--- src/rtl/me_unaligned_rd_ctrl.sv ---
`default_nettype none
// ============================================================================
// Module   : me_unaligned_rd_ctrl
// Brief    : ME-stage load controller. Issues one or two 16-byte D-cache line
//            requests per load, depending on whether the access crosses a line
//            boundary. It then extracts the addressed bytes as right-justified,
//            zero-extended read data, and holds it until write-back accepts it.
// Revision : 1.0 - initial release
// ============================================================================
module me_unaligned_rd_ctrl (
    input  logic         clk,
    input  logic         rst,
    input  logic         v,
    input  logic         mem_rd,
    input  logic [31:0]  rd_addr,
    input  logic [1:0]   mem_size,
    input  logic         flush,
    input  logic         ld_wb,
    input  logic         dc_ready,
    input  logic [127:0] dc_data,
    output logic         dc_req,
    output logic [31:0]  dc_addr,
    output logic [63:0]  rd_data,
    output logic         rd_data_v,
    output logic         me_stall
);

    localparam logic [4:0] c_line_bytes = 5'd16;

    typedef enum logic [1:0] {
        ST_IDLE = 2'd0,
        ST_REQ1 = 2'd1,
        ST_REQ2 = 2'd2,
        ST_HOLD = 2'd3
    } state_t;

    state_t         r_state;
    state_t         w_next;
    logic [31:0]    r_addr;
    logic [1:0]     r_size;
    logic           r_cross;
    logic           r_flushed;   // squash seen while a line request was outstanding
    logic [127:0]   r_buf0;
    logic [127:0]   r_buf1;

    logic           w_accept;
    logic [4:0]     w_in_bytes;
    logic           w_in_cross;
    logic           w_cap0;
    logic           w_cap1;
    logic [4:0]     w_nbytes;
    logic [255:0]   w_line;
    logic [63:0]    w_data;
    logic           w_valid;

    // Accept decode and line-crossing test on the incoming uop (5-bit sum so 16 is representable)
    always_comb begin
        w_accept   = v & mem_rd & ~flush;
        w_in_bytes = 5'd1 << mem_size;
        w_in_cross = (({1'b0, rd_addr[3:0]} + w_in_bytes) > c_line_bytes);
    end

    // Next-state, request and stall decode
    always_comb begin
        w_next   = r_state;
        w_cap0   = 1'b0;
        w_cap1   = 1'b0;
        dc_req   = 1'b0;
        dc_addr  = 32'h0;
        me_stall = 1'b0;
        w_valid  = 1'b0;
        case (r_state)
            ST_IDLE: begin
                me_stall = w_accept;
                if (w_accept) begin
                    w_next = ST_REQ1;
                end
            end
            ST_REQ1: begin
                dc_req   = 1'b1;
                dc_addr  = {r_addr[31:4], 4'h0};
                me_stall = 1'b1;
                if (dc_ready) begin
                    w_cap0 = 1'b1;
                    if (flush | r_flushed) begin
                        w_next = ST_IDLE;
                    end else if (r_cross) begin
                        w_next = ST_REQ2;
                    end else begin
                        w_next = ST_HOLD;
                    end
                end
            end
            ST_REQ2: begin
                dc_req   = 1'b1;
                dc_addr  = {r_addr[31:4] + 28'd1, 4'h0};
                me_stall = 1'b1;
                if (dc_ready) begin
                    w_cap1 = 1'b1;
                    w_next = (flush | r_flushed) ? ST_IDLE : ST_HOLD;
                end
            end
            ST_HOLD: begin
                me_stall = ~ld_wb;
                w_valid  = ~flush;
                if (flush | ld_wb) begin
                    w_next = ST_IDLE;
                end
            end
            default: begin
                w_next = ST_IDLE;
            end
        endcase
    end

    // Byte extraction: shift the two-line window by the offset, keep only the first N bytes
    always_comb begin
        w_line   = {r_buf1, r_buf0};
        w_nbytes = 5'd1 << r_size;
        w_data   = 64'h0;
        for (int i = 0; i < 8; i++) begin
            if (5'(i) < w_nbytes) begin
                w_data[i*8 +: 8] = w_line[{({1'b0, r_addr[3:0]} + 5'(i)), 3'b000} +: 8];
            end
        end
        rd_data_v = w_valid;
        rd_data   = w_valid ? w_data : 64'h0;
    end

    // State, latched uop attributes and returned line buffers
    always_ff @(posedge clk) begin
        if (rst) begin
            r_state   <= ST_IDLE;
            r_addr    <= 32'h0;
            r_size    <= 2'b00;
            r_cross   <= 1'b0;
            r_flushed <= 1'b0;
            r_buf0    <= 128'h0;
            r_buf1    <= 128'h0;
        end else begin
            r_state <= w_next;
            if ((r_state == ST_IDLE) && w_accept) begin
                r_addr  <= rd_addr;
                r_size  <= mem_size;
                r_cross <= w_in_cross;
            end
            if (w_next == ST_IDLE) begin
                r_flushed <= 1'b0;
            end else if (((r_state == ST_REQ1) || (r_state == ST_REQ2)) && flush) begin
                r_flushed <= 1'b1;
            end
            if (w_cap0) begin
                r_buf0 <= dc_data;
            end
            if (w_cap1) begin
                r_buf1 <= dc_data;
            end
        end
    end

endmodule
`default_nettype wire

--- config.mk ---
export PLATFORM = sky130hd
export DESIGN_NAME = me_unaligned_rd_ctrl
export DESIGN_NICKNAME = d
export VERILOG_FILES = /design/src/rtl/me_unaligned_rd_ctrl.sv
export SDC_FILE = /design/constraint.sdc
export NUM_CORES = 1
export LEC_CHECK = 0
export CORE_MARGIN = 2
export CORE_UTILIZATION = 53
export CTS_CLUSTER_DIAMETER = 40
export DETAILED_ROUTE_END_ITERATION = 8
export HOLD_SLACK_MARGIN = 0.15
export PLACE_DENSITY_LB_ADDON = 0.05
export SYNTH_ARGS = -nofsm -noshare
export SYNTH_HDL_FRONTEND = slang
export SYNTH_SLANG_ARGS = --single-unit
--- constraint.sdc ---
create_clock -name clk -period 3.3 [get_ports clk]
set_input_delay 0.66 -clock clk [delete_from_list [all_inputs] [get_ports clk]]
set_output_delay 0.66 -clock clk [all_outputs]
set_load 0.01 [all_outputs]
# Word level (Yosys, flattened, before mapping)
# Cells that the tools add are included.
[totals]
regBits = 294
inputBits = 169
elab_cells = 75
[op_classes]
mux = 24
shifts = 10
n_bitwise = 6
add_sub_neg = 9
n_reduce_logical = 7
magnitude_cmp = 9
n_eq_ne = 3
[op_table]
columns = ["cell", "n"]
rows = [
  ["variable part select 256 x 9 -> 8 bit", 7],
  ["variable part select 256 x 8 -> 8 bit", 1],
  ["two-way mux 64 bit", 1],
  ["two-way mux 8 bit", 8],
  ["case mux 32 bit (2 select lines)", 1],
  ["adder 28 x 1 -> 28 bit, second input constant", 1],
  ["adder 4 x 3 -> 5 bit, second input constant", 4],
  ["less-than comparator 3 x 5 -> 1 bit, first input constant", 4],
  ["two-way mux 2 bit", 6],
  ["adder 4 x 2 -> 5 bit, second input constant", 2],
  ["less-than comparator 1 x 5 -> 1 bit, first input constant", 2],
  ["less-than comparator 2 x 5 -> 1 bit, first input constant", 2],
  ["<< shifter 1 x 2 -> 5 bit, first input constant", 2],
  ["case mux 2 bit (4 select lines)", 1],
  ["two-way mux 1 bit", 6],
  ["adder 4 x 1 -> 5 bit, second input constant", 1],
  ["adder 4 x 5 -> 5 bit", 1],
  ["> comparator 5 bit, second input constant", 1],
  ["equality test 2 bit, second input constant", 2],
  ["logical NOT 2 bit", 2],
  ["OR reduction 2 bit", 2],
  ["case mux 1 bit (3 select lines)", 1],
  ["AND 1 bit", 2],
  ["equality test 2 x 1 -> 1 bit, second input constant", 1],
  ["4 further kinds", 7],
]

# Logic depth before layout (Yosys ltp)
# Gate-level depths: netlist of run 1.
[logic_depth]
depth_word = 6
ltp_mapped = 8
ltp_nobuf = 8

# Worst setup path before layout of run 1
# OpenSTA, ideal clock, no wires.
[synth_timing]
kind = "register -> output"
from = "reg r_state[0]"
to = "out dc_addr[26]"
path_slack_ps = 675
arrival_ps = 1965
stages_incl_launch_ff = 7
path_cell_list = "dfxtp_1 inv_1 ha_1 clkbuf_1 nand2_1 clkbuf_1 o41ai_1"
[synth_between]
elab_chain_cells = 2
word_cells_on_any_way = 3
cone_classes = "2 x eq/ne; 1 x mux"
[synth_lines]
columns = ["element", "line_no", "rtl"]
rows = [
  ["start: declaration", "37", "state_t r_state;"],
  ["start signal: assignment", "141", "r_state <= w_next;"],
  ["equality test 2 bit or equality test 2 x 1 -> 1 bit (tied branches)", "72", "case (r_state)"],
  ["case mux 32 bit (2 select lines) *", "72", ""],
  ["end: declaration", "22", "output logic [31:0] dc_addr,"],
]
# Mark *: on every way between the ends. The rest lies on a longest branch, timed or not.

# Worst setup path in the final report of run 1
[layout_timing]
from = "reg r_state[0]"
to = "out dc_addr[12]"
# The elaborated chain is that of the path after synthesis.

==> metrics.txt, run 1 <==
antenna violation net count after detailed routing 0; Rel. slew slack 40.3%; clk_skew 20.3 ps; Synth cell types 57; Pins Over Slew Limit 0; Rows 58; Fill cells 1970; Synth Area in Compound Gates 15.3%; cell taking the most area after synthesis dfxtp_1; crit-path cells inv_1, ha_4, inv_1, or4_1, a21oi_1, clkdlybuf4s50_1; Post-synth EDFFs 0; met2 global-route usage 61.1%; top cells by count, synth 458 x nand2_1, 234 x a21oi_1, 222 x dfxtp_1, 170 x mux2i_1, 103 x clkbuf_1; largest family of logic cells by synthesized area multiplexers; number of CTS-inserted buffers 38; CP dominant cell by count inv_1; Synth Warn # 0; clk sinks 222; met1 usage 48.4%; status finished, final reports clean; simple-gate portion of the synthesized area 16.9%; post-synthesis average cell area 8.56 um2; crit-path max FO 8; # setup viols final 0; count of buffer and inverter cells on the critical path 3; final hold violations 0; area growth from synthesis to layout 37.3%; kind of critical path reg -> out; Most used DFF post-synth dfxtp_1; WL final 52100 um; Post-DP HPWL 38800 um; transition time of the tightest slew-check pin 896 ps; PortBufs 263; Required @ worst endpoint 2640 ps; routing usage on met3 7.85%; CP max stage delay 560 ps; total leakage power 6.07 nW; Peak VDD IR 0.561 mV; Synth area leaders dfxtp_1 33%, mux4_2 16%, nand2_1 13%; fin crit period 3290 ps; final setup margin 12.8 ps; largest net degree at the start of global routing 118; pre-CTS WS -57.2 ps; max cap viols 0; first-pass GRT wire length 76600 um; CTS tree done; power consumption 10.3 mW; sequential share of the synthesized area 33.1%; RD Place Congestion 1.01; startpoint types flip-flop; Yosys top cell area share 33.1%; Skew-Pair Late Insertion Delay 520 ps; P per Cell Area 558 nW/um2; DIE WIDTH 163 um; GR Util All Layers 38.1%; Vert. Die Dim 163 um; nets 2014; Tcrit/Tclk final 99.6%; fin util 73.6%; vias in the first global route 13000; Via Count 13900; HP Class reg -> reg; count leader, synth nand2_1; clock root buffer clkbuf_16; Mapped Cells 1569; Max clock buf depth 3; share of layout cells above drive strength 1 17.1%; Adder-Cell Fraction of Synth Area 1.08%; Detailed Route Iter0 Violations 1604; num ports 268; CP max stage cell clkdlybuf4s50_1; Max Fclk 304 MHz; WL/cell 23.7 um; vias per cell 6.33; total negative slack 0 ps; type of element capturing the critical path output pin; gr ovfl total 0; RSZ-0062 raised after global routing true; Initial Utilization 53.6%; Max H-tree Level 2; cell family with most CP delay buffers and inverters; TritonRoute pass-1 iters 5; Data arrival, critical path 2630 ps; FF+latch count, synth 222; post-synthesis mux area share 28.8%; CORE AREA 25000 um2; Worst-path clk slew 50 ps; async set or reset register ratio after synthesis 0%; die area 26600 um2; # hold bufs at CTS 0; GRT Max-Usage Layer met2; DR DRC count 0; initial antenna violation count 1; XOR/XNOR Fraction of Synth Area 0.130%; Mapped Area 13400 um2
## path summary, 6_finish.rpt
kind | depth (start not counted) | from | slack (ps) | end
worst min register to register | 2 | r_buf0[10] | 450 | r_buf0[10]
worst max register to register | 7 | r_state[1] | 1120 | r_buf0[41]
worst min-delay path | 2 | r_buf0[10] | 450 | r_buf0[10]
worst max-delay path | 6 | r_state[0] | 10 | dc_addr[12]
## metal layers
| metal | wire length (um) | vias to the layer above |
|---|---|---|
| met5 | 0 | - |
| met4 | 3280 | 0 |
| met3 | 5090 | 190 |
| met2 | 23800 | 826 |
| met1 | 19900 | 6654 |
| li1 | - | 6202 |
## area by class of cell
type	instances	area (um2)	share of cell area (%)
flip-flops and latches	222	4470	24.2
diodes	1	2.50	0.0136
multi-input cells	1194	8540	46.3
clock inverters	20	189	1.02
well taps	330	413	2.24
repair buffers	365	3660	19.9
inverters	13	48.8	0.265
clock buffers	48	1110	6.04
## tightest hold or removal path, cell delays in order, from the launching register on
cell and delay (ps):
dfxtp_1 300, nand2_1 50, a21oi_1 50
## kinds of logic after synthesis
group                    Yosys count
AO/OA/AOI/OAI                    366
XOR/XNOR                           2
adder cells (fa/ha/maj)           11
buffers and inverters            156
flip-flops                       222
multiplexers                     266
other                              1
AND/OR/NAND/NOR                  545
## flip-flops by register name, summed over array words and instances, names as in the netlist
register / cells
r_addr: 32
r_flushed: 1
r_state: 2
r_size: 2
r_buf1: 56
r_cross: 1
r_buf0: 128
## placed cells by master, fill, tap and decap left out, types with 6 or more instances in the layout
cell type          n
nand2_1          455
a21oi_1          234
inv_1             13
clkdlybuf4s15_1    8
buf_12            16
clkbuf_16         44
o22ai_2            6
nand3_1           11
dfxtp_1          212
clkdlybuf4s50_1  187
o21ai_0           18
buf_4             74
nor3_1             6
clkbuf_2           9
nor2_1            10
mux4_2            96
dlygate4sd2_1     47
o22ai_1           59
mux2i_1          170
and3_1             9
dlymetal6s2s_1    11
a21o_1             9
a31oi_1           10
buf_6              6
ha_1               6
nand4_1            8
## power by group
group          internal (mW)  switching (mW)
logic                   1.23            1.66
registers               2.99           0.401
clock network           2.51            1.49
## per-stage QoR
step | hold WS (ps) | instances | instance area, um2
4_1_cts | 455 | 2184 | 18300
3_3_place_gp | 444 | 2101 | 16700
2_1_floorplan | 436 | 1572 | 13400
5_1_grt | 477 | 2192 | 18400
6_report | 454 | 2193 | 18400
3_5_place_dp | 447 | 2101 | 16700
## timing repair
action                                  CTS  global route
endpoints found under the setup margin   79            22
setup buffers                            12             6
pin swaps                                 3             4
gates resized for setup                 104            45
cloned                                    3             2
Note: power is estimated with default switching activity, not from simulation.
==> run 2, diff against run 1 <==
--- a/config.mk
+++ b/config.mk
@@ -5,9 +5,11 @@
 export SDC_FILE = /design/constraint.sdc
 export NUM_CORES = 1
 export LEC_CHECK = 0
+export CORE_ASPECT_RATIO = 1.5
 export CORE_MARGIN = 2
 export CORE_UTILIZATION = 53
-export CTS_CLUSTER_DIAMETER = 40
+export CTS_CLUSTER_DIAMETER = 80
+export CTS_CLUSTER_SIZE = 30
 export DETAILED_ROUTE_END_ITERATION = 8
 export HOLD_SLACK_MARGIN = 0.15
 export PLACE_DENSITY_LB_ADDON = 0.05
==> run 2 against run 1 <==
Effect of this change: sequential power about the same; sequential share of layout area increased by 1.2 points; count of clock-buffer cells in the layout shrank 33; largest cell class unchanged; largest power group is now registers.
==> metrics.txt, run 2 (synthesized netlist as in run 1, its figures left out) <==
vias per cell 6.46 (+2.2%); Max clock buf depth 3 (unchanged); area growth from synthesis to layout 30.7%; clock root buffer clkbuf_16; Skew-Pair Late Insertion Delay 500 ps (-20 ps); Post-DP HPWL 41000 um (+5.7%); Biggest register r_buf0; placed cell areas 16700 um2 (-0.28%); GR Util All Layers 39.3% (+1.2 points); CP max stage cell clkdlybuf4s50_1; RD Place Congestion 1.02 (+0.24%); CTS tree done; share of layout cells above drive strength 1 15.0% (-2.1 points); WL final 54000 um (+3.7%); DIE WIDTH 134 um (-18%); Tcrit/Tclk final 99.5% (-0.11 points); DR DRC count 0 (unchanged); clk_skew 29.8 ps (+9.46 ps); fin util 70.3% (-3.3 points); status finished, final reports clean; nets 1981 (-1.6%); num ports 268 (unchanged); Required @ worst endpoint 2640 ps (about the same); total leakage power 5.65 nW (-6.8%); gr ovfl total 0 (unchanged); # setup viols final 0 (unchanged); vias in the first global route 13100 (+0.29%); Detailed Route Iter0 Violations 1263 (-21%); crit-path cells nand4_1, buf_4, nor4_4, buf_6, a31oi_1, a21oi_1, clkdlybuf4s50_1; dpl cells 2093 (-0.38%); number of CTS-inserted buffers 12 (-68%); Initial Utilization 53.8% (+0.16 points); max cap viols 0 (unchanged); routing usage on met3 5.96% (-1.9 points); Via Count 13800 (-0.57%); commonest cells after routing, fill and taps aside 454 x nand2_1, 234 x a21oi_1, 213 x dfxtp_1; # hold bufs at CTS 0 (unchanged); GRT Max-Usage Layer met2; first-pass GRT wire length 78600 um (+2.6%); post-route cell area 17600 um2 (-4.8%); met2 global-route usage 69.7% (+8.6 points); final hold violations 0 (unchanged); Vert. Die Dim 199 um (+22%); Rel. slew slack 49.6% (+9.3 points); TritonRoute pass-1 iters 7 (+2); type of element capturing the critical path output pin; antenna violation net count after detailed routing 0 (unchanged); RSZ-0062 raised after global routing true; CORE AREA 25000 um2 (-0.29%); Non-Filler Instances 2134 (-2.7%); Pins Over Slew Limit 0 (unchanged); number of flip-flops in the largest register 128 (unchanged); clk sinks 222 (unchanged); kind of critical path reg -> out; Peak VDD IR 0.427 mV (-24%); commonest non-fill, non-tap cell in the layout nand2_1; Max Fclk 305 MHz (+0.11%); largest net degree at the start of global routing 89 (-25%); Data arrival, critical path 2620 ps (about the same); CP max stage delay 570 ps (about the same); Max H-tree Level 1 (-1); initial antenna violation count 0 (-1); HP Class reg -> reg; fin crit period 3280 ps (-3.50 ps); ant diodes 0 (-1); PortBufs 263 (unchanged); crit-path max FO 6 (-2); Rows 71 (+22%); die area 26700 um2 (about the same); transition time of the tightest slew-check pin 757 ps (-140 ps); Worst-path clk slew 110 ps (+60 ps); met1 usage 42.0% (-6.5 points); P per Cell Area 467 nW/um2 (-16%); WL/cell 25.3 um (+6.6%); startpoint types flip-flop; Largest regs r_buf0 (128), r_buf1 (56), r_addr (32)
==> run 2: cell type report <==
class | instances | area (um2)
Clock buffer | 15 | 354
Clock inverter | 4 | 50.0
Fill cell | 2069 | 7410
Inverter | 13 | 52.6
Multi-Input combinational cell | 1194 | 8600
Sequential cell | 222 | 4470
Tap cell | 328 | 410
Timing Repair Buffer | 358 | 3620
==> run 2: final timing paths <==
path | slack (ps) | cells after the start | to | from
max | 20 | 7 | dc_addr[25] | r_addr[6]
min reg2reg | 470 | 2 | r_buf1[52] | r_buf1[52]
min | 470 | 2 | r_buf1[52] | r_buf1[52]
max reg2reg | 1180 | 7 | r_buf0[41] | r_state[1]
==> run 2: worst max-delay path, delay by kind of cell, from the launching register on <==
kind | cells | cell delay [ps]
AOI/OAI and AO/OA | 2 | 260
DFF | 1 | 350
and+or+nand+nor | 2 | 520
buffers and inverters | 3 | 980
==> run 2: what timing repair did <==
action / CTS / global route
pin swaps: 1 / 3
buffers inserted: 13 / 4
setup endpoints to repair: 86 / 21
resized for setup: 112 / 41
gates cloned: 5 / 0
==> run 2: stage by stage <==
step / TNS [ps] / hold slack [ps] / total power [mW] / worst slack [ps]
3_5_place_dp: -22.4 / 449 / 6.16 / -22.4
6_report: 0 / 466 / 8.20 / 16.3
5_1_grt: -48.2 / 482 / 8.50 / -26.7
2_1_floorplan: 0 / 436 / 4.99 / 675
3_3_place_gp: 0 / 444 / 6.12 / 21.6
4_1_cts: 0 / 465 / 7.99 / 2.81
==> run 2: report_power, final <==
group,switching [mW],total (mW),internal [mW]
registers,0.380,3.37,2.99
logic,1.76,3.04,1.27
clock network,0.986,1.79,0.806
==> run 2: per-layer routing <==
| layer | up-vias | wire length, um |
|---|---|---|
| met4 | 0 | 5140 |
| met2 | 851 | 26800 |
| met1 | 6610 | 17700 |
| met3 | 228 | 4340 |
| met5 | - | 0 |
| li1 | 6104 | - |
